## src/rtl/axi_hub_n_if.sv

```systemverilog
// rtl/axi_hub_n_if.sv - AXI-lite channel bundle for N ports, sliced per port
interface axi_hub_n_if #(
  parameter int ADDR_WIDTH = 4,
  parameter int DATA_WIDTH = 8,
  parameter int N_PORTS    = 1
);
  logic [N_PORTS*ADDR_WIDTH-1:0] awaddr;
  logic [N_PORTS-1:0]            awvalid;
  logic [N_PORTS-1:0]            awready;
  logic [N_PORTS*DATA_WIDTH-1:0] wdata;
  logic [N_PORTS-1:0]            wvalid;
  logic [N_PORTS-1:0]            wready;
  logic [N_PORTS*2-1:0]          bresp;
  logic [N_PORTS-1:0]            bvalid;
  logic [N_PORTS-1:0]            bready;
  logic [N_PORTS*ADDR_WIDTH-1:0] araddr;
  logic [N_PORTS-1:0]            arvalid;
  logic [N_PORTS-1:0]            arready;
  logic [N_PORTS*DATA_WIDTH-1:0] rdata;
  logic [N_PORTS*2-1:0]          rresp;
  logic [N_PORTS-1:0]            rvalid;
  logic [N_PORTS-1:0]            rready;

  modport master (
    output awaddr, awvalid, wdata, wvalid, bready, araddr, arvalid, rready,
    input  awready, wready, bresp, bvalid, arready, rdata, rresp, rvalid
  );

  modport slave (
    input  awaddr, awvalid, wdata, wvalid, bready, araddr, arvalid, rready,
    output awready, wready, bresp, bvalid, arready, rdata, rresp, rvalid
  );
endinterface

```

## src/rtl/axi_hub_n.sv

```systemverilog
// rtl/axi_hub_n.sv - single-master, N-slave AXI-lite hub with top-address-bit decode
module axi_hub_n #(
  parameter int ADDR_WIDTH = 4,
  parameter int DATA_WIDTH = 8,
  parameter int N_SLAVES   = 3
) (
  input  logic        clk,
  input  logic        rst_n,
  axi_hub_n_if.slave  m,
  axi_hub_n_if.master s
);
  localparam int SEL_BITS = (N_SLAVES > 1) ? $clog2(N_SLAVES) : 1;
  // One extra bit so N_SLAVES itself is representable in the range compare.
  localparam logic [SEL_BITS:0] N_SEL = (SEL_BITS + 1)'(N_SLAVES);

  typedef enum logic [2:0] {W_IDLE, W_ADDR, W_DATA, W_RESP, W_ERRD, W_ERRB} w_state_t;
  typedef enum logic [1:0] {R_IDLE, R_ADDR, R_RESP, R_ERR} r_state_t;

  w_state_t              w_state, w_next;
  r_state_t              r_state, r_next;
  logic [ADDR_WIDTH-1:0] w_addr, r_addr;
  logic [SEL_BITS-1:0]   w_sel, r_sel;
  logic [SEL_BITS-1:0]   aw_sel, ar_sel;
  logic                  aw_sel_ok, ar_sel_ok;
  logic [N_SLAVES-1:0]   w_onehot, r_onehot;
  logic                  sel_awready, sel_wready, sel_bvalid;
  logic [1:0]            sel_bresp;
  logic                  sel_arready, sel_rvalid;
  logic [DATA_WIDTH-1:0] sel_rdata;
  logic [1:0]            sel_rresp;

  assign aw_sel    = m.awaddr[ADDR_WIDTH-1 -: SEL_BITS];
  assign ar_sel    = m.araddr[ADDR_WIDTH-1 -: SEL_BITS];
  assign aw_sel_ok = {1'b0, aw_sel} < N_SEL;
  assign ar_sel_ok = {1'b0, ar_sel} < N_SEL;

  // Address is broadcast; only the selected slave's valid qualifies it.
  assign s.awaddr = {N_SLAVES{w_addr}};
  assign s.wdata  = {N_SLAVES{m.wdata}};
  assign s.araddr = {N_SLAVES{r_addr}};

  // Select the captured slave's handshake and response signals for each direction.
  always_comb begin
    w_onehot    = '0;
    r_onehot    = '0;
    sel_awready = 1'b0;
    sel_wready  = 1'b0;
    sel_bvalid  = 1'b0;
    sel_bresp   = 2'b00;
    sel_arready = 1'b0;
    sel_rvalid  = 1'b0;
    sel_rdata   = '0;
    sel_rresp   = 2'b00;
    for (int i = 0; i < N_SLAVES; i++) begin
      if (w_sel == SEL_BITS'(i)) begin
        w_onehot[i] = 1'b1;
        sel_awready = s.awready[i];
        sel_wready  = s.wready[i];
        sel_bvalid  = s.bvalid[i];
        sel_bresp   = s.bresp[2*i +: 2];
      end
      if (r_sel == SEL_BITS'(i)) begin
        r_onehot[i] = 1'b1;
        sel_arready = s.arready[i];
        sel_rvalid  = s.rvalid[i];
        sel_rdata   = s.rdata[DATA_WIDTH*i +: DATA_WIDTH];
        sel_rresp   = s.rresp[2*i +: 2];
      end
    end
  end

  // Write state register; address and slave index captured on the AW handshake.
  always_ff @(posedge clk or negedge rst_n) begin
    if (!rst_n) begin
      w_state <= W_IDLE;
      w_addr  <= '0;
      w_sel   <= '0;
    end else begin
      w_state <= w_next;
      if (w_state == W_IDLE && m.awvalid) begin
        w_addr <= m.awaddr;
        w_sel  <= aw_sel;
      end
    end
  end

  // Write next state and channel routing; W and B pass through combinationally.
  always_comb begin
    w_next    = w_state;
    m.awready = 1'b0;
    m.wready  = 1'b0;
    m.bvalid  = 1'b0;
    m.bresp   = 2'b00;
    s.awvalid = '0;
    s.wvalid  = '0;
    s.bready  = '0;
    case (w_state)
      W_IDLE: begin
        m.awready = rst_n;
        if (m.awvalid) w_next = aw_sel_ok ? W_ADDR : W_ERRD;
      end
      W_ADDR: begin
        s.awvalid = w_onehot;
        if (sel_awready) w_next = W_DATA;
      end
      W_DATA: begin
        s.wvalid = w_onehot & {N_SLAVES{m.wvalid}};
        m.wready = sel_wready;
        if (m.wvalid && sel_wready) w_next = W_RESP;
      end
      W_RESP: begin
        m.bvalid = sel_bvalid;
        m.bresp  = sel_bresp;
        s.bready = w_onehot & {N_SLAVES{m.bready}};
        if (sel_bvalid && m.bready) w_next = W_IDLE;
      end
      W_ERRD: begin
        m.wready = 1'b1;
        if (m.wvalid) w_next = W_ERRB;
      end
      W_ERRB: begin
        m.bvalid = 1'b1;
        m.bresp  = 2'b11;
        if (m.bready) w_next = W_IDLE;
      end
      default: w_next = W_IDLE;
    endcase
  end

  // Read state register; address and slave index captured on the AR handshake.
  always_ff @(posedge clk or negedge rst_n) begin
    if (!rst_n) begin
      r_state <= R_IDLE;
      r_addr  <= '0;
      r_sel   <= '0;
    end else begin
      r_state <= r_next;
      if (r_state == R_IDLE && m.arvalid) begin
        r_addr <= m.araddr;
        r_sel  <= ar_sel;
      end
    end
  end

  // Read next state and channel routing; R passes through combinationally.
  always_comb begin
    r_next    = r_state;
    m.arready = 1'b0;
    m.rvalid  = 1'b0;
    m.rdata   = '0;
    m.rresp   = 2'b00;
    s.arvalid = '0;
    s.rready  = '0;
    case (r_state)
      R_IDLE: begin
        m.arready = rst_n;
        if (m.arvalid) r_next = ar_sel_ok ? R_ADDR : R_ERR;
      end
      R_ADDR: begin
        s.arvalid = r_onehot;
        if (sel_arready) r_next = R_RESP;
      end
      R_RESP: begin
        m.rvalid = sel_rvalid;
        m.rdata  = sel_rdata;
        m.rresp  = sel_rresp;
        s.rready = r_onehot & {N_SLAVES{m.rready}};
        if (sel_rvalid && m.rready) r_next = R_IDLE;
      end
      R_ERR: begin
        m.rvalid = 1'b1;
        m.rresp  = 2'b11;
        if (m.rready) r_next = R_IDLE;
      end
      default: r_next = R_IDLE;
    endcase
  end
endmodule

```

## src/flat_wrapper.sv

```systemverilog
// flat-port wrapper written by rule: the top's interface ports become plain ports
module axi_hub_n_flat 
#(
  parameter int ADDR_WIDTH = 4,
  parameter int DATA_WIDTH = 8,
  parameter int N_SLAVES   = 3
)
  (clk, rst_n, m_awaddr, m_awvalid, m_wdata, m_wvalid, m_bready, m_araddr, m_arvalid, m_rready, m_awready, m_wready, m_bresp, m_bvalid, m_arready, m_rdata, m_rresp, m_rvalid, s_awaddr, s_awvalid, s_wdata, s_wvalid, s_bready, s_araddr, s_arvalid, s_rready, s_awready, s_wready, s_bresp, s_bvalid, s_arready, s_rdata, s_rresp, s_rvalid);
  axi_hub_n_if #(.ADDR_WIDTH(ADDR_WIDTH), .DATA_WIDTH(DATA_WIDTH), .N_PORTS(1)) m_i ();
  axi_hub_n_if #(.ADDR_WIDTH(ADDR_WIDTH), .DATA_WIDTH(DATA_WIDTH), .N_PORTS(3)) s_i ();
  input  logic clk;
  input  logic rst_n;
  input wire logic [$bits(m_i.awaddr)-1:0] m_awaddr;
  input wire logic [$bits(m_i.awvalid)-1:0] m_awvalid;
  input wire logic [$bits(m_i.wdata)-1:0] m_wdata;
  input wire logic [$bits(m_i.wvalid)-1:0] m_wvalid;
  input wire logic [$bits(m_i.bready)-1:0] m_bready;
  input wire logic [$bits(m_i.araddr)-1:0] m_araddr;
  input wire logic [$bits(m_i.arvalid)-1:0] m_arvalid;
  input wire logic [$bits(m_i.rready)-1:0] m_rready;
  output wire logic [$bits(m_i.awready)-1:0] m_awready;
  output wire logic [$bits(m_i.wready)-1:0] m_wready;
  output wire logic [$bits(m_i.bresp)-1:0] m_bresp;
  output wire logic [$bits(m_i.bvalid)-1:0] m_bvalid;
  output wire logic [$bits(m_i.arready)-1:0] m_arready;
  output wire logic [$bits(m_i.rdata)-1:0] m_rdata;
  output wire logic [$bits(m_i.rresp)-1:0] m_rresp;
  output wire logic [$bits(m_i.rvalid)-1:0] m_rvalid;
  output wire logic [$bits(s_i.awaddr)-1:0] s_awaddr;
  output wire logic [$bits(s_i.awvalid)-1:0] s_awvalid;
  output wire logic [$bits(s_i.wdata)-1:0] s_wdata;
  output wire logic [$bits(s_i.wvalid)-1:0] s_wvalid;
  output wire logic [$bits(s_i.bready)-1:0] s_bready;
  output wire logic [$bits(s_i.araddr)-1:0] s_araddr;
  output wire logic [$bits(s_i.arvalid)-1:0] s_arvalid;
  output wire logic [$bits(s_i.rready)-1:0] s_rready;
  input wire logic [$bits(s_i.awready)-1:0] s_awready;
  input wire logic [$bits(s_i.wready)-1:0] s_wready;
  input wire logic [$bits(s_i.bresp)-1:0] s_bresp;
  input wire logic [$bits(s_i.bvalid)-1:0] s_bvalid;
  input wire logic [$bits(s_i.arready)-1:0] s_arready;
  input wire logic [$bits(s_i.rdata)-1:0] s_rdata;
  input wire logic [$bits(s_i.rresp)-1:0] s_rresp;
  input wire logic [$bits(s_i.rvalid)-1:0] s_rvalid;
  assign m_i.awaddr = m_awaddr;
  assign m_i.awvalid = m_awvalid;
  assign m_i.wdata = m_wdata;
  assign m_i.wvalid = m_wvalid;
  assign m_i.bready = m_bready;
  assign m_i.araddr = m_araddr;
  assign m_i.arvalid = m_arvalid;
  assign m_i.rready = m_rready;
  assign m_awready = m_i.awready;
  assign m_wready = m_i.wready;
  assign m_bresp = m_i.bresp;
  assign m_bvalid = m_i.bvalid;
  assign m_arready = m_i.arready;
  assign m_rdata = m_i.rdata;
  assign m_rresp = m_i.rresp;
  assign m_rvalid = m_i.rvalid;
  assign s_awaddr = s_i.awaddr;
  assign s_awvalid = s_i.awvalid;
  assign s_wdata = s_i.wdata;
  assign s_wvalid = s_i.wvalid;
  assign s_bready = s_i.bready;
  assign s_araddr = s_i.araddr;
  assign s_arvalid = s_i.arvalid;
  assign s_rready = s_i.rready;
  assign s_i.awready = s_awready;
  assign s_i.wready = s_wready;
  assign s_i.bresp = s_bresp;
  assign s_i.bvalid = s_bvalid;
  assign s_i.arready = s_arready;
  assign s_i.rdata = s_rdata;
  assign s_i.rresp = s_rresp;
  assign s_i.rvalid = s_rvalid;
  axi_hub_n #(.ADDR_WIDTH(ADDR_WIDTH), .DATA_WIDTH(DATA_WIDTH), .N_SLAVES(N_SLAVES)) u_core (.clk(clk), .rst_n(rst_n), .m(m_i), .s(s_i));
endmodule
```

## config.mk

```make
export PLATFORM = sky130hd
export DESIGN_NAME = axi_hub_n_flat
export DESIGN_NICKNAME = d
export VERILOG_FILES = /design/src/rtl/axi_hub_n_if.sv /design/src/rtl/axi_hub_n.sv /design/src/flat_wrapper.sv
export SDC_FILE = /design/constraint.sdc
export NUM_CORES = 1
export LEC_CHECK = 0
export BUFFER_PORTS_ARGS = -buffer_cell sky130_fd_sc_hd__buf_4
export CORE_MARGIN = 4
export CORE_UTILIZATION = 40
export CTS_BUF_LIST = sky130_fd_sc_hd__clkbuf_16
export DETAILED_ROUTE_END_ITERATION = 8
export GPL_ROUTABILITY_DRIVEN = 0
export GPL_TIMING_DRIVEN = 1
export PLACE_DENSITY = 0.86
export SYNTH_ARGS = -nofsm -noshare
export SYNTH_HDL_FRONTEND = slang
export SYNTH_SLANG_ARGS = --single-unit
```

## constraint.sdc

```tcl
create_clock -name clk -period 2.3 [get_ports clk]
set_input_delay 0 -clock clk [delete_from_list [all_inputs] [get_ports clk]]
set_output_delay 0 -clock clk [all_outputs]
set_load 0.02 [all_outputs]
```

==> flow_summary.yaml, run 1 <==
drt:
  dr.pass1.iters: 4
  wl_per_cell_um: 13.7
  vias: 1703
  drt_iter0_markers: 83
  antenna_left: 0
  drc: 0
  wl_um: 4640
  via_per_inst: 5.01
sta:
  slew_viol_final: 0
  finalClockSkew_ns: 0.000539
  rsz0062_at_grt: "no"
  setup_violations: 0
  tightest_slew_ns: 0.637
  relSlewSlack: 0.575
  fin_crit_sh: 0.871
  hold_violations: 0
  fin_crit_ns: 2.00
  tns_ns: 0
  fmax_ghz: 0.499
  setup_slack_ns: 0.296
logic_synthesis:
  netlist_area_sq_um: 1650
  yosysMostFrequentCell: "buf_4"
  postSynthAreaPerCell_sq_um: 7.80
  netlist_instances: 211
  ys_warn_count: 0
  yosysSeqAreaShare: 0.198
  synth_nets: 285
  synthTopCellsByCount: "buf_4, nor2_1, a21oi_1, mux2i_1, dfrtp_1"
  synth_area_leaders: "dfrtp_1, buf_4, mux2i_1"
  netlist.area_leader.share: 0.198
  ys.flop_type: "dfrtp_1"
  async_flop_share: 1.00
  synth_top_cell_by_area: "dfrtp_1"
  synth_edf_count: 0
  ys_ff_latch: 13
  synth_cell_types: 37
floorplan:
  die_w_um: 72.1
  die_y_um: 72.1
  fp-row-count: 23
  die_area_sq_um: 5200
  coreArea_sq_um: 4000
  start_util: 0.411
  ioPinCount: 154
critical_path:
  worstPathRequired_ns: 2.48
  critPathKind: "reg -> reg"
  r2r-start: "u_core.w_addr[3]$_DFFE_PN0P_"
  critPathCaptureType: "flip-flop"
  crit_start: "u_core.w_addr[3]$_DFFE_PN0P_"
  r2r_cells: 5
  r2r-end: "u_core.w_state[0]$_DFFE_PN0P_"
  worstPathArrival_ns: 2.18
  worst_setup_path_start_kind: "flip-flop"
  rrSetupSlack_ns: 0.30
  path_max_fanout: 18
grt:
  grt_overflow: 0
  grt_use_total: 0.176
  grt_max_degree: 22
  grt_pass1_wl_um: 7520
  antenna_found_initial: 0
  grt_pass1_vias: 1741
min_path:
  min_from: "m_wdata[0]"
  hp-class: "in -> out"
  holdPathStages: 0
  hold_end: "s_wdata[8]"
place:
  pre_cts_slack_ns: 0.318
  hpwlAfterDp_um: 3900
  dp_cells: 331
  port_buffers: 121
clocking:
  clk_latency_ns: 0.23
  clockBufferDepth: 2
  cts_inserted_buffers: 3
  root_buffer: "clkbuf_16"
  clkTransAtPathRegs_ns: 0.04
  cts_setup_buffers: 0
  cts_max_level: 1
  clkSinkCount: 13
  cts_tree: "yes"
power:
  p_leak_nw: 1.19
  combPwrFrac: 0.707
  vdd_ir_drop_max_v: 0.000889
  intPower_w: 0.00163
  p_seq_frac: 0.195
  swShare: 0.489
  p_sw_w: 0.00156
  power_density_nw_per_um2: 1340
  clkPwrFrac: 0.098
outcome:
  status: "complete, no violations"
flow_run:
  cap_violations: 0
final_layout:
  finish.utilization: 0.596
  final_nets: 365
  nFillCells: 356
  drive_gt1_frac: 0.497
  fin_cells: 340
  area_delta_synth_final_pct: 44.9
  n_antenna_cell: 0
==> cells by family after synthesis <==
family,synth area share
and+or+nand+nor,0.247
muxes,0.171
AOI/OAI and AO/OA,0.139
buffers and inverters,0.245
DFF,0.198
==> power by group through the flow <==
stage | clock [W] | combinational [W] | sequential, W
floorplan | 0 | 0.00180 | 0.000528
global placement | 0 | 0.00222 | 0.000609
detailed placement | 0 | 0.00226 | 0.000622
CTS | 0.000324 | 0.00228 | 0.000620
global route | 0.000338 | 0.00243 | 0.000662
finish | 0.000312 | 0.00225 | 0.000620
==> cell usage in the layout (no fill, tap or decap) <==
master         instances
o21ai_0                9
nor2b_1                7
nand3_1                1
nor4_1                 1
o22a_2                 1
nor3b_2                1
and2_1                 4
and3_1                 1
dlygate4sd3_1          5
nand2_1               10
or3b_2                 1
and3b_1                1
o311ai_2               1
mux2_2                 9
o211ai_1               1
buf_4                125
a21o_1                 1
nor3_1                 8
nor2_1                29
clkbuf_16              3
and2_0                 1
o311ai_4               1
nand3b_1               2
o22ai_1                1
mux2i_1               18
a21oi_1               18
o21ai_1                1
nor3b_1                2
a2111oi_2              1
inv_1                  4
nand4b_1               2
nand2b_1               6
nand4_2                1
dfrtp_1               13
==> routing by layer <==
metal	part of all wire	vias to the layer above	GRT usage
met3	0.13	6	0.0651
met5	0	-	0
met2	0.52	101	0.350
met1	0.34	760	0.169
li1	-	836	-
met4	0.0086	0	0.0418
==> layout make-up <==
cell class / instances / area [sq um] / area share
Clock inverter: 1 / 3.75 / 0.00157
Inverter: 3 / 11.3 / 0.00472
Multi-Input combinational cell: 140 / 917 / 0.385
Tap cell: 50 / 62.6 / 0.0262
Clock buffer: 3 / 75.1 / 0.0315
Sequential cell: 13 / 325 / 0.136
Timing Repair Buffer: 130 / 988 / 0.415
==> state kept, by name (all words and copies together) (netlist names) <==
signal          count
u_core.r_addr       3
u_core.r_sel        1
u_core.r_state      2
u_core.w_addr       3
u_core.w_sel        1
u_core.w_state      3
==> critical path: stages, from the launching register on <==
cell	delay [ns]
dfrtp_1	0.70
mux2i_1	0.25
o311ai_4	0.29
nand4_2	0.19
a2111oi_2	0.39
a21o_1	0.12
==> per-stage QoR <==
| stage | hold WS, ns | cell area, sq um | total power [W] |
|---|---|---|---|
| floorplan | -0.296 | 1650 | 0.00233 |
| global placement | -0.139 | 2250 | 0.00283 |
| detailed placement | -0.136 | 2250 | 0.00288 |
| CTS | 0.000285 | 2380 | 0.00322 |
| global route | 0.0000847 | 2380 | 0.00343 |
| finish | 0.0000172 | 2380 | 0.00318 |
==> repair_timing <==
item                                   CTS  global route
resized for setup                        0             0
hold buffers                             5             0
endpoints found under the hold margin   17             0
==> worst max path at each step <==
stage	to	slack (ns)	cells past startpoint
after floorplan	u_core.w_state[0]$_DFFE_PN0P_	0.61	7
after global placement	u_core.w_state[0]$_DFFE_PN0P_	0.43	5
after detailed placement	u_core.w_state[0]$_DFFE_PN0P_	0.32	5
after CTS	u_core.w_state[0]$_DFFE_PN0P_	0.31	5
after global routing	u_core.w_state[0]$_DFFE_PN0P_	0.14	5
final	u_core.w_state[0]$_DFFE_PN0P_	0.30	5
Note: power is estimated with default switching activity, not from simulation.
==> run 2, diff against run 1 <==
--- a/config.mk
+++ b/config.mk
@@ -14,4 +14,5 @@
 export GPL_TIMING_DRIVEN = 1
 export PLACE_DENSITY = 0.86
+export SETUP_SLACK_MARGIN = 0.15
 export SYNTH_ARGS = -nofsm -noshare
 export SYNTH_HDL_FRONTEND = slang
==> constraint.sdc (replaced) <==
create_clock -name clk -period 2.3 [get_ports clk]
set_input_delay 0 -clock clk [delete_from_list [all_inputs] [get_ports clk]]
set_output_delay 0 -clock clk [all_outputs]
set_load 0.05 [all_outputs]
==> run 2 against run 1 <==
Effect of this change:
- worst setup slack improved by 0.062 ns
- maximum frequency increased by 3.2%
- combinational power increased by 41%
- total power increased by 29%
- sequential share of layout area decreased by 0.097 points
- clock-buffer cell count unchanged
- critical path type unchanged
- critical endpoint unchanged
==> flow_summary.yaml, run 2 (synthesis results as in run 1) <==
outcome:
  status: "complete, no violations"
final_layout:
  drive_gt1_frac: 0.502
  n_antenna_cell: 0
  final_common_cell: "buf_4"
  reg_top3: "u_core.r_addr: 3 flops, u_core.w_addr: 3 flops, u_core.w_state: 3 flops"
  mostFrequentLayoutCells: "buf_4, nor2_1, mux2i_1, a21oi_1, dfrtp_1"
  final_nets: 368
  final_area_sq_um: 2410
  area_delta_synth_final_pct: 46.5
power:
  p_seq_frac: 0.153
  clkPwrFrac: 0.076
  intPower_w: 0.00167
  power_density_nw_per_um2: 1710
  combPwrFrac: 0.772
  vdd_ir_drop_max_v: 0.00133
  swShare: 0.596
  p_sw_w: 0.00245
  p_leak_nw: 1.21
sta:
  rsz0062_at_grt: "no"
  setup_violations: 0
  finalClockSkew_ns: 0.000721
  relSlewSlack: 0.571
  fmax_ghz: 0.515
  tightest_slew_ns: 0.643
  tns_ns: 0
  slew_viol_final: 0
  fin_crit_sh: 0.845
  fin_crit_ns: 1.94
  hold_violations: 0
critical_path:
  max_stage_delay_ns: 0.75
  worst_setup_path_start_kind: "flip-flop"
  critPathCaptureType: "flip-flop"
  r2r-start: "u_core.w_sel[0]$_DFFE_PN0P_"
  crit_family: "flip-flops"
  crit_slowest_cell: "dfrtp_1"
  critPathKind: "reg -> reg"
  worstPathArrival_ns: 2.12
  r2r-end: "u_core.w_state[0]$_DFFE_PN0P_"
  crit_buf_inv: 0
  rrSetupSlack_ns: 0.36
  worstPathRequired_ns: 2.47
  r2r_cells: 5
  crit_path_cell_trace: "nand4b_1 > o311ai_4 > nand4_2 > a2111oi_2 > a21o_1"
  path_max_fanout: 21
clocking:
  cts_max_level: 1
  clkTransAtPathRegs_ns: 0.04
  clkSinkCount: 13
  cts_setup_buffers: 0
  clk_latency_ns: 0.23
  cts_tree: "yes"
  cts_inserted_buffers: 3
  clockBufferDepth: 2
  root_buffer: "clkbuf_16"
drt:
  via_per_inst: 5.11
  drt_iter0_markers: 65
  drc: 0
  wl_um: 4720
  wl_per_cell_um: 13.8
  dr.pass1.iters: 4
  antenna_left: 0
  vias: 1752
grt:
  antenna_found_initial: 0
  grt_pass1_wl_um: 7420
  grt_use_total: 0.174
  grt_max_degree: 22
  grt_overflow: 0
  grt_pass1_vias: 1743
flow_run:
  cap_violations: 0
place:
  hpwlAfterDp_um: 3910
  port_buffers: 121
  placed_cell_area_sq_um: 2270
min_path:
  hold_end: "s_wdata[8]"
  holdPathStages: 0
  hp-class: "in -> out"
  min_from: "m_wdata[0]"
floorplan:
  start_util: 0.411
  fp-row-count: 23
  die_area_sq_um: 5200
  ioPinCount: 154
  die_w_um: 72.1
  coreArea_sq_um: 4000
  die_y_um: 72.1
[run 2: metrics by stage]
stage | instances | hold slack (ns) | util | setup WS (ns) | total power, W
2_1_floorplan | 211 | -0.296 | - | 0.152 | 0.00327
3_3_place_gp | 333 | -0.140 | 0.567 | 0.424 | 0.00376
3_5_place_dp | 333 | -0.138 | 0.567 | 0.254 | 0.00382
4_1_cts | 343 | 0.000711 | 0.602 | 0.259 | 0.00416
5_1_grt | 343 | 0.000204 | 0.602 | 0.236 | 0.00436
6_report | 343 | 0.0000425 | 0.602 | 0.358 | 0.00412
[run 2: how the worst max path moves through the flow]
| stage | start | end | slack, ns | depth (start not counted) |
|---|---|---|---|---|
| finish | u_core.w_sel[0]$_DFFE_PN0P_ | u_core.w_state[0]$_DFFE_PN0P_ | 0.36 | 5 |
| CTS | u_core.w_addr[3]$_DFFE_PN0P_ | u_core.w_state[0]$_DFFE_PN0P_ | 0.26 | 5 |
| global placement | u_core.w_addr[3]$_DFFE_PN0P_ | u_core.w_state[0]$_DFFE_PN0P_ | 0.42 | 5 |
| detailed placement | u_core.w_addr[3]$_DFFE_PN0P_ | u_core.w_state[0]$_DFFE_PN0P_ | 0.25 | 5 |
| global route | u_core.w_sel[0]$_DFFE_PN0P_ | m_bvalid | 0.24 | 6 |
| floorplan | u_core.r_sel[0]$_DFFE_PN0P_ | m_rdata[0] | 0.15 | 5 |
[run 2: cell type report]
cell class	count	area, sq um
well taps	50	62.6
clock inverters	1	3.75
multi-input cells	140	917
inverters	3	11.3
flip-flops and latches	13	327
clock buffers	3	75.1
repair buffers	133	1010
fillers	359	1590
[run 2: per-layer routing]
layer,part of all wire,vias to the layer above,wire (um),GRT usage
li1,-,847,-,-
met2,0.53,101,2490,0.342
met5,0,-,0,0
met1,0.33,800,1560,0.171
met3,0.14,4,647,0.0720
met4,0.0036,0,17,0.0271
[run 2: timing repair]
action	in CTS	in global routing
hold endpoints to repair	18	0
gates resized for setup	0	1
hold buffers	6	0
endpoints found under the setup margin	0	1
[run 2: worst reg2reg max path: stages (launching register included)]
cell and delay, ns:
dfrtp_1 0.75, nand4b_1 0.27, o311ai_4 0.16, nand4_2 0.18
a2111oi_2 0.40, a21o_1 0.13
[run 2: power by group through the flow]
stage                     logic (W)  registers [W]  clock network, W
final                       0.00318       0.000630          0.000312
after global routing        0.00336       0.000666          0.000336
after floorplan             0.00258       0.000693                 0
after detailed placement    0.00319       0.000630                 0
after global placement      0.00314       0.000620                 0
after CTS                   0.00320       0.000630          0.000323
